`src/rtl/store_commit_arbiter.sv`:
```
// store_commit_arbiter: buffers retired stores and issues them in program order to the single D-cache write port.
module store_commit_arbiter #(
  parameter int N_WAY     = 2,
  parameter int N_SQ      = 8,
  parameter int XLEN      = 32,
  parameter int BUF_DEPTH = 4
) (
  input  logic                                clock,
  input  logic                                reset,
  input  logic [N_WAY-1:0]                    ret_valid,
  input  logic [N_WAY*XLEN-1:0]               ret_address,
  input  logic [N_WAY*XLEN-1:0]               ret_data,
  input  logic [N_WAY*2-1:0]                  ret_size,
  input  logic [N_WAY*($clog2(N_SQ)+1)-1:0]   ret_store_pos,
  output logic [$clog2(BUF_DEPTH):0]          free_slots,
  output logic                                dc_wr_valid,
  output logic [XLEN-1:0]                     dc_wr_addr,
  output logic [XLEN-1:0]                     dc_wr_data,
  output logic [3:0]                          dc_wr_be,
  input  logic                                dc_wr_ready,
  output logic                                done_valid,
  output logic [$clog2(N_SQ):0]               done_store_pos,
  output logic                                misalign_err,
  output logic                                overflow_err,
  input  logic                                drain_req,
  output logic                                drained
);
  localparam int PW = $clog2(N_SQ) + 1;
  localparam int CW = $clog2(BUF_DEPTH) + 1;
  localparam int IW = $clog2(BUF_DEPTH);

  typedef enum logic [1:0] {IDLE, ISSUE, DRAIN} state_t;

  state_t state, state_n;
  logic [IW-1:0] head, tail;
  logic [CW-1:0] count, cnt_n, n_enq;
  logic [XLEN-1:0] b_addr [BUF_DEPTH];
  logic [XLEN-1:0] b_data [BUF_DEPTH];
  logic [1:0] b_size [BUF_DEPTH];
  logic [PW-1:0] b_pos [BUF_DEPTH];
  logic [N_WAY-1:0] wr_en;
  logic [IW-1:0] wr_idx [N_WAY];
  logic drop, act, mis, deq;
  logic [XLEN-1:0] h_addr, h_data;
  logic [1:0] h_size;

  assign free_slots = CW'(BUF_DEPTH) - count;
  assign h_addr = b_addr[head];
  assign h_data = b_data[head];
  assign h_size = b_size[head];

  // Valid lanes are packed into consecutive slots; lanes beyond the free space are dropped.
  always_comb begin
    n_enq = '0;
    drop = 1'b0;
    wr_en = '0;
    wr_idx = '{default: '0};
    for (int i = 0; i < N_WAY; i++) begin
      if (ret_valid[i]) begin
        if (n_enq < free_slots) begin
          wr_en[i] = 1'b1;
          wr_idx[i] = IW'((int'(tail) + int'(n_enq)) % BUF_DEPTH);
          n_enq = n_enq + CW'(1);
        end else begin
          drop = 1'b1;
        end
      end
    end
  end

  assign act = state != IDLE && count != '0;
  assign mis = h_size[1] ? h_addr[1:0] != 2'b00 : h_size[0] & h_addr[0];
  assign dc_wr_valid = act & ~mis;
  assign deq = act & (mis | dc_wr_ready);
  assign dc_wr_addr = dc_wr_valid ? {h_addr[XLEN-1:2], 2'b00} : '0;
  assign dc_wr_be = !dc_wr_valid ? 4'b0000 :
                    h_size[1] ? 4'b1111 :
                    h_size[0] ? 4'b0011 << h_addr[1:0] : 4'b0001 << h_addr[1:0];
  assign dc_wr_data = !dc_wr_valid ? '0 :
                      h_size[1] ? h_data :
                      h_size[0] ? {2{h_data[15:0]}} : {4{h_data[7:0]}};
  assign drained = state == DRAIN && drain_req && count == '0;
  assign cnt_n = count + n_enq - CW'(deq);

  always_comb begin
    state_n = drain_req ? DRAIN :
              state == DRAIN ? IDLE :
              cnt_n != '0 ? ISSUE : IDLE;
  end

  always_ff @(posedge clock) begin
    if (reset) begin
      state <= IDLE;
      head <= '0;
      tail <= '0;
      count <= '0;
      done_valid <= 1'b0;
      done_store_pos <= '0;
      misalign_err <= 1'b0;
      overflow_err <= 1'b0;
    end else begin
      state <= state_n;
      count <= cnt_n;
      tail <= IW'((int'(tail) + int'(n_enq)) % BUF_DEPTH);
      head <= deq ? IW'((int'(head) + 1) % BUF_DEPTH) : head;
      done_valid <= deq;
      done_store_pos <= deq ? b_pos[head] : '0;
      misalign_err <= act & mis;
      overflow_err <= overflow_err | drop;
    end
  end

  always_ff @(posedge clock) begin
    for (int i = 0; i < N_WAY; i++) begin
      if (wr_en[i]) begin
        b_addr[wr_idx[i]] <= ret_address[i*XLEN +: XLEN];
        b_data[wr_idx[i]] <= ret_data[i*XLEN +: XLEN];
        b_size[wr_idx[i]] <= ret_size[i*2 +: 2];
        b_pos[wr_idx[i]] <= ret_store_pos[i*PW +: PW];
      end
    end
  end
endmodule

```
`config.mk`:
```
export PLATFORM = sky130hd
export DESIGN_NAME = store_commit_arbiter
export DESIGN_NICKNAME = d
export VERILOG_FILES = /design/src/rtl/store_commit_arbiter.sv
export SDC_FILE = /design/constraint.sdc
export NUM_CORES = 1
export LEC_CHECK = 0
export ABC_AREA = 1
export CORE_MARGIN = 1
export CORE_UTILIZATION = 45
export DETAILED_ROUTE_END_ITERATION = 10
export PLACE_DENSITY = 0.68
export SLEW_MARGIN = 10
export SYNTH_ARGS = -nofsm -noshare
export SYNTH_HDL_FRONTEND = slang
export SYNTH_SLANG_ARGS = --single-unit
export TNS_END_PERCENT = 100
```
`constraint.sdc`:
```
create_clock -name clock -period 16.7 [get_ports clock]
set_input_delay 3.34 -clock clock [delete_from_list [all_inputs] [get_ports clock]]
set_output_delay 3.34 -clock clock [all_outputs]
set_load 0.02 [all_outputs]
```
---- After elaboration in Yosys (flattened, before gate mapping) ----
Memories as Yosys holds them, arrays and structs flattened. A register that Yosys moved wholly into a read port is not among the register bits.
Cells that the tools add are included.
word-level totals
  register bits after elaboration ......... 12
  memories kept ........................... 4
  memory bits (writable) .................. 280
  output and inout bits ................... 80
  logic and storage cells ................. 79
cells by class
  $add $sub $neg .......................... 7
  shift-type cells ........................ 2
  bitwise logic cells ..................... 8
  muxes and demuxes ....................... 37
  eq/ne operators ......................... 1
  $lt $le $gt $ge ......................... 2
  reductions and logical operators ........ 10
memory list
  name    depth  bits a word  rd ports  clocked after Yosys merged registers in  wr ports  line  source
  b_addr  4      32           1         1                                        2         37    logic [XLEN-1:0] b_addr [BUF_DEPTH];
  b_data  4      32           1         1                                        2         38    logic [XLEN-1:0] b_data [BUF_DEPTH];
  b_pos   4      4            1         1                                        2         40    logic [PW-1:0] b_pos [BUF_DEPTH];
  b_size  4      2            1         1                                        2         39    logic [1:0] b_size [BUF_DEPTH];
operators by type and width
  operator               count
  $mux W32               4
  $mux W2                11
  $mux W1                17
  $mux W4                3
  $mux W3                2
  $reduce_bool A3 Y1     2
  $add A2 B2 Y2          2
  $and A1 B1 Y1          4
  $reduce_bool A2 Y1     2
  $shl A1 B2 Y4 const A  1
  $shl A2 B2 Y4 const A  1
  $add A3 B1 Y3 const B  1
  $add A3 B3 Y3          1
  $logic_and A1 B1 Y1    3
  $logic_not A3 Y1       1
  $lt A1 B3 Y1 const A   1
  $lt A3 B3 Y1           1
  $reduce_or A3 Y1       1
  $sub A3 B1 Y3          1
  $sub A3 B3 Y3 const A  1
  $add A2 B1 Y2 const B  1
  $eq A2 B2 Y1 const B   1
  $not A1 Y1             2
  $or A1 B1 Y1           2
  $reduce_or A2 Y1       1

---- Depth between registers and ports, before layout ----
  depth after elaboration ................. 13
  depth in mapped cells ................... 19
  mapped depth without buffers ............ 17

---- Worst setup path after synthesis ----
No wires, ideal clock.
  path type ............................... input -> register
  start ................................... input port ret_valid[0]
  end ..................................... memory b_addr[2][0], enable pin
  arrival time ............................ 8.589 ns
  stages .................................. 2
  setup time .............................. 0.602 ns
  buffers on the path ..................... 0
  path slack .............................. 7.510 ns
  path through ............................ nand2_2 o31ai_1
RTL lines
  element      line  source
  from (decl)  10    input logic [N_WAY-1:0] ret_valid,
  to (decl)    37

==> impl_metrics.env <==
export IMPL_yosysSeqAreaShare_pct=57.84
export IMPL_drt_pass1_iterations=6
export IMPL_finalNetCount=2007
export IMPL_p_leak_nw=7.414
export IMPL_arrival_ns=5.31
export IMPL_crit_slowest_cell="buf_4"
export IMPL_crit_chain="inv_4 -> buf_4 -> nand2_1 -> nand3_1 -> nand2_2 -> inv_1 -> nand2_1 -> and2_4 -> nand2_4 -> a21oi_1 -> clkdlybuf4s50_1"
export IMPL_port_buffers=223
export IMPL_fin_skew_ns=0.006780
export IMPL_cts_max_level=2
export IMPL_syn_instance_count=1702
export IMPL_ctsResizeCount=0
export IMPL_rows=66
export IMPL_finalSetupTns_ns=0
export IMPL_finalMaxSlewViolations=0
export IMPL_yosys_cell_types_count=32
export IMPL_p_int_w=0.002064
export IMPL_yosysMostFrequentCell="nand2_1"
export IMPL_cts_hold_buf=0
export IMPL_status="finished, final reports clean"
export IMPL_p_seq_share_pct=37.7
export IMPL_path_delay_family="buffers and inverters"
export IMPL_synth_edff_count=280
export IMPL_p_sw_share_pct=39.21
export IMPL_fp_dieW_um=185.6
export IMPL_reg2reg_slack_ns=11.69
export IMPL_topRoutingLayerUsed="met5"
export IMPL_clk_path_buf_depth=3
export IMPL_powerDensity_mw_per_mm2=182.1
export IMPL_grt_pass1_vias=11988
export IMPL_dieArea_mm2=0.03443
export IMPL_fmax_mhz=115.7
export IMPL_clkSlewWorstSetupHoldPaths_ns=0.06
export IMPL_ys_top_cells_by_count="nand2_1, o21ai_0, edfxtp_1"
export IMPL_ys_ff_latch=298
export IMPL_cts_setup_buffers=0
export IMPL_met1_length_um=17420
export IMPL_cts_tree="yes"
export IMPL_ant_nets=0
export IMPL_crit_buf_inv=4
export IMPL_dp_hpwl_um=25200
export IMPL_start_kind="register"
export IMPL_endpoint_kind="output pin"
export IMPL_grt_max_degree=97
export IMPL_fin_crit_ns=8.645
export IMPL_routed_wl_um=41880
export IMPL_rsz0062_at_grt="no"
export IMPL_place_area_mm2=0.01750
export IMPL_vias_per_cell=5.445
export IMPL_ioPinCount=226
export IMPL_post_route_drc_count=0
export IMPL_n_fill_cell=2901
export IMPL_tightest_slew_ns=1.197
export IMPL_final_hold_viol_count=0
export IMPL_vdd_drop_max_uv=115.3
export IMPL_start_util_pct=46.13
export IMPL_synth_largest_area_cell="edfxtp_1"
export IMPL_numCtsBuffers=34
export IMPL_antenna_found_initial=7
export IMPL_crit_top_cell="nand2_1"
export IMPL_finalWeightedCongestion=0.8288
export IMPL_critical_path_class="register to output pin"
export IMPL_drive_gt1_share_pct=5.757
export IMPL_maxCapViolations=0
export IMPL_ys_warnings_count=0
export IMPL_coreArea_mm2=0.03287
export IMPL_clkPwrFrac_pct=22.3
export IMPL_synth_area_top_cells="edfxtp_1, o21ai_0, nand2_1"
export IMPL_grt_pass1_wl_um=63980
export IMPL_syn_cell_area_mm2=0.01516
export IMPL_clkLatencyLatePin_ns=0.50
export IMPL_syn_to_final_growth_pct=22.98
export IMPL_overflow=0
export IMPL_wl_per_cell_um=18.03
export IMPL_postSynthAreaPerCell_um2=8.908
export IMPL_track_usage_pct=24.27
export IMPL_cts_root_buf="clkbuf_16"
export IMPL_drt_initial_drc_count=1115
export IMPL_route_met2_wl_um=19400
export IMPL_via_count=12649
export IMPL_netlist_area_leader_share_pct=55.46
export IMPL_p_switching_w=0.001332
export IMPL_holdCritPathClass="register to register"
export IMPL_synthArstFlopShare_pct=0
export IMPL_required_ns=13.36
export IMPL_design_area_mm2=0.01865
export IMPL_setup_viol=0
export IMPL_synth_ff_type="edfxtp_1"
export IMPL_clkSinkCount=298
export IMPL_critPathMaxStageDelay_ns=0.74
export IMPL_fin_crit_sh_pct=51.77
export IMPL_crit_fanout=72
export IMPL_p_comb_share_pct=39.9
export IMPL_wl_met3_um=3537
export IMPL_max_slew_margin_pct=19.91
export IMPL_die_y_um=185.6
kinds of logic (layout without fill, tap and decap cells):
| logic type | after synthesis | after routing | share of synthesized area (%) |
|---|---|---|---|
| AO/OA/AOI/OAI | 476 | 476 | 16.43 |
| buffers and inverters | 231 | 404 | 6.825 |
| adder cells (fa/ha/maj) | 7 | 7 | 0.6272 |
| XOR/XNOR | 4 | 4 | 0.2311 |
| flip-flops | 298 | 298 | 57.84 |
| other | 1 | 7 | 0.02473 |
| AND/OR/NAND/NOR | 685 | 685 | 18.02 |
placed cells by master (no fill, tap or decap), drive strengths merged:
cell,count
clkinv,8
a22oi,8
diode,5
fa,1
bufinv,4
nor3,3
edfxtp,280
clkdlybuf4s50,223
nor2,182
o21ai,385
dfxtp,18
xnor2,2
ha,6
nand4,1
inv,111
xor2,2
conb,2
a21oi,70
clkbuf,46
nand2,434
and2,1
buf,12
o31ai,1
o22ai,12
nand3,64
sequential cells by signal, indices dropped and copies added, names as in the netlist, 2 cells and up, named ones only:
name,flops
b_addr,128
b_data,128
b_pos,16
b_size,8
count,3
done_store_pos,4
head,2
state,2
tail,2
layout make-up:
cell class	instances	area [um^2]	area share (%)
inverter	111	419.2	2.248
sequential	298	8776	47.07
timing repair buffer	235	2322	12.45
multi-input combinational	1174	5433	29.14
clock inverter	12	160.2	0.8589
clock buffer	46	969.7	5.201
antenna	5	12.51	0.06711
tap	442	553.0	2.966
routing by layer:
metal  vias up  GRT usage (%)
met1      5928          31.83
li1       6081              -
met3       102          4.676
met4         6          9.836
met5         -              0
met2       532          39.54
power groups by stage:
stage | sequential [W] | combinational [W] | clock (W)
final | 0.00128 | 0.00136 | 0.000758
after floorplan | 0.00131 | 0.000902 | 0
after global routing | 0.00131 | 0.00150 | 0.000793
after detailed placement | 0.00130 | 0.00135 | 0
after CTS | 0.00128 | 0.00136 | 0.000767
after global placement | 0.00129 | 0.00133 | 0
final timing paths:
check | endpoint | start | cells after the start
worst max-delay path | dc_wr_addr[15] | register | 11
worst min-delay path | overflow_err | overflow_err | 2
worst max register to register | state[0] | register | 18
worst min register to register | overflow_err | overflow_err | 2
stage by stage:
stage	total power, W	util [%]	worst slack (ns)	instances	hold WS (ns)
6_report	0.003396	56.73	8.055	2323	0.4828
5_1_grt	0.003599	56.72	7.652	2322	0.4979
4_1_cts	0.003410	56.69	8.061	2318	0.4829
3_5_place_dp	0.002650	53.25	8.605	2260	0.4692
3_3_place_gp	0.002624	53.25	8.704	2260	0.4531
2_1_floorplan	0.002214	-	7.510	1703	0.5123
worst min-delay path: cells and delay by family, from the launching register on:
kind               cells  cell delay [ns]
and+or+nand+nor        1             0.07
AOI/OAI and AO/OA      1             0.04
DFF                    1             0.33
Power figures use the tool's default switching activity.
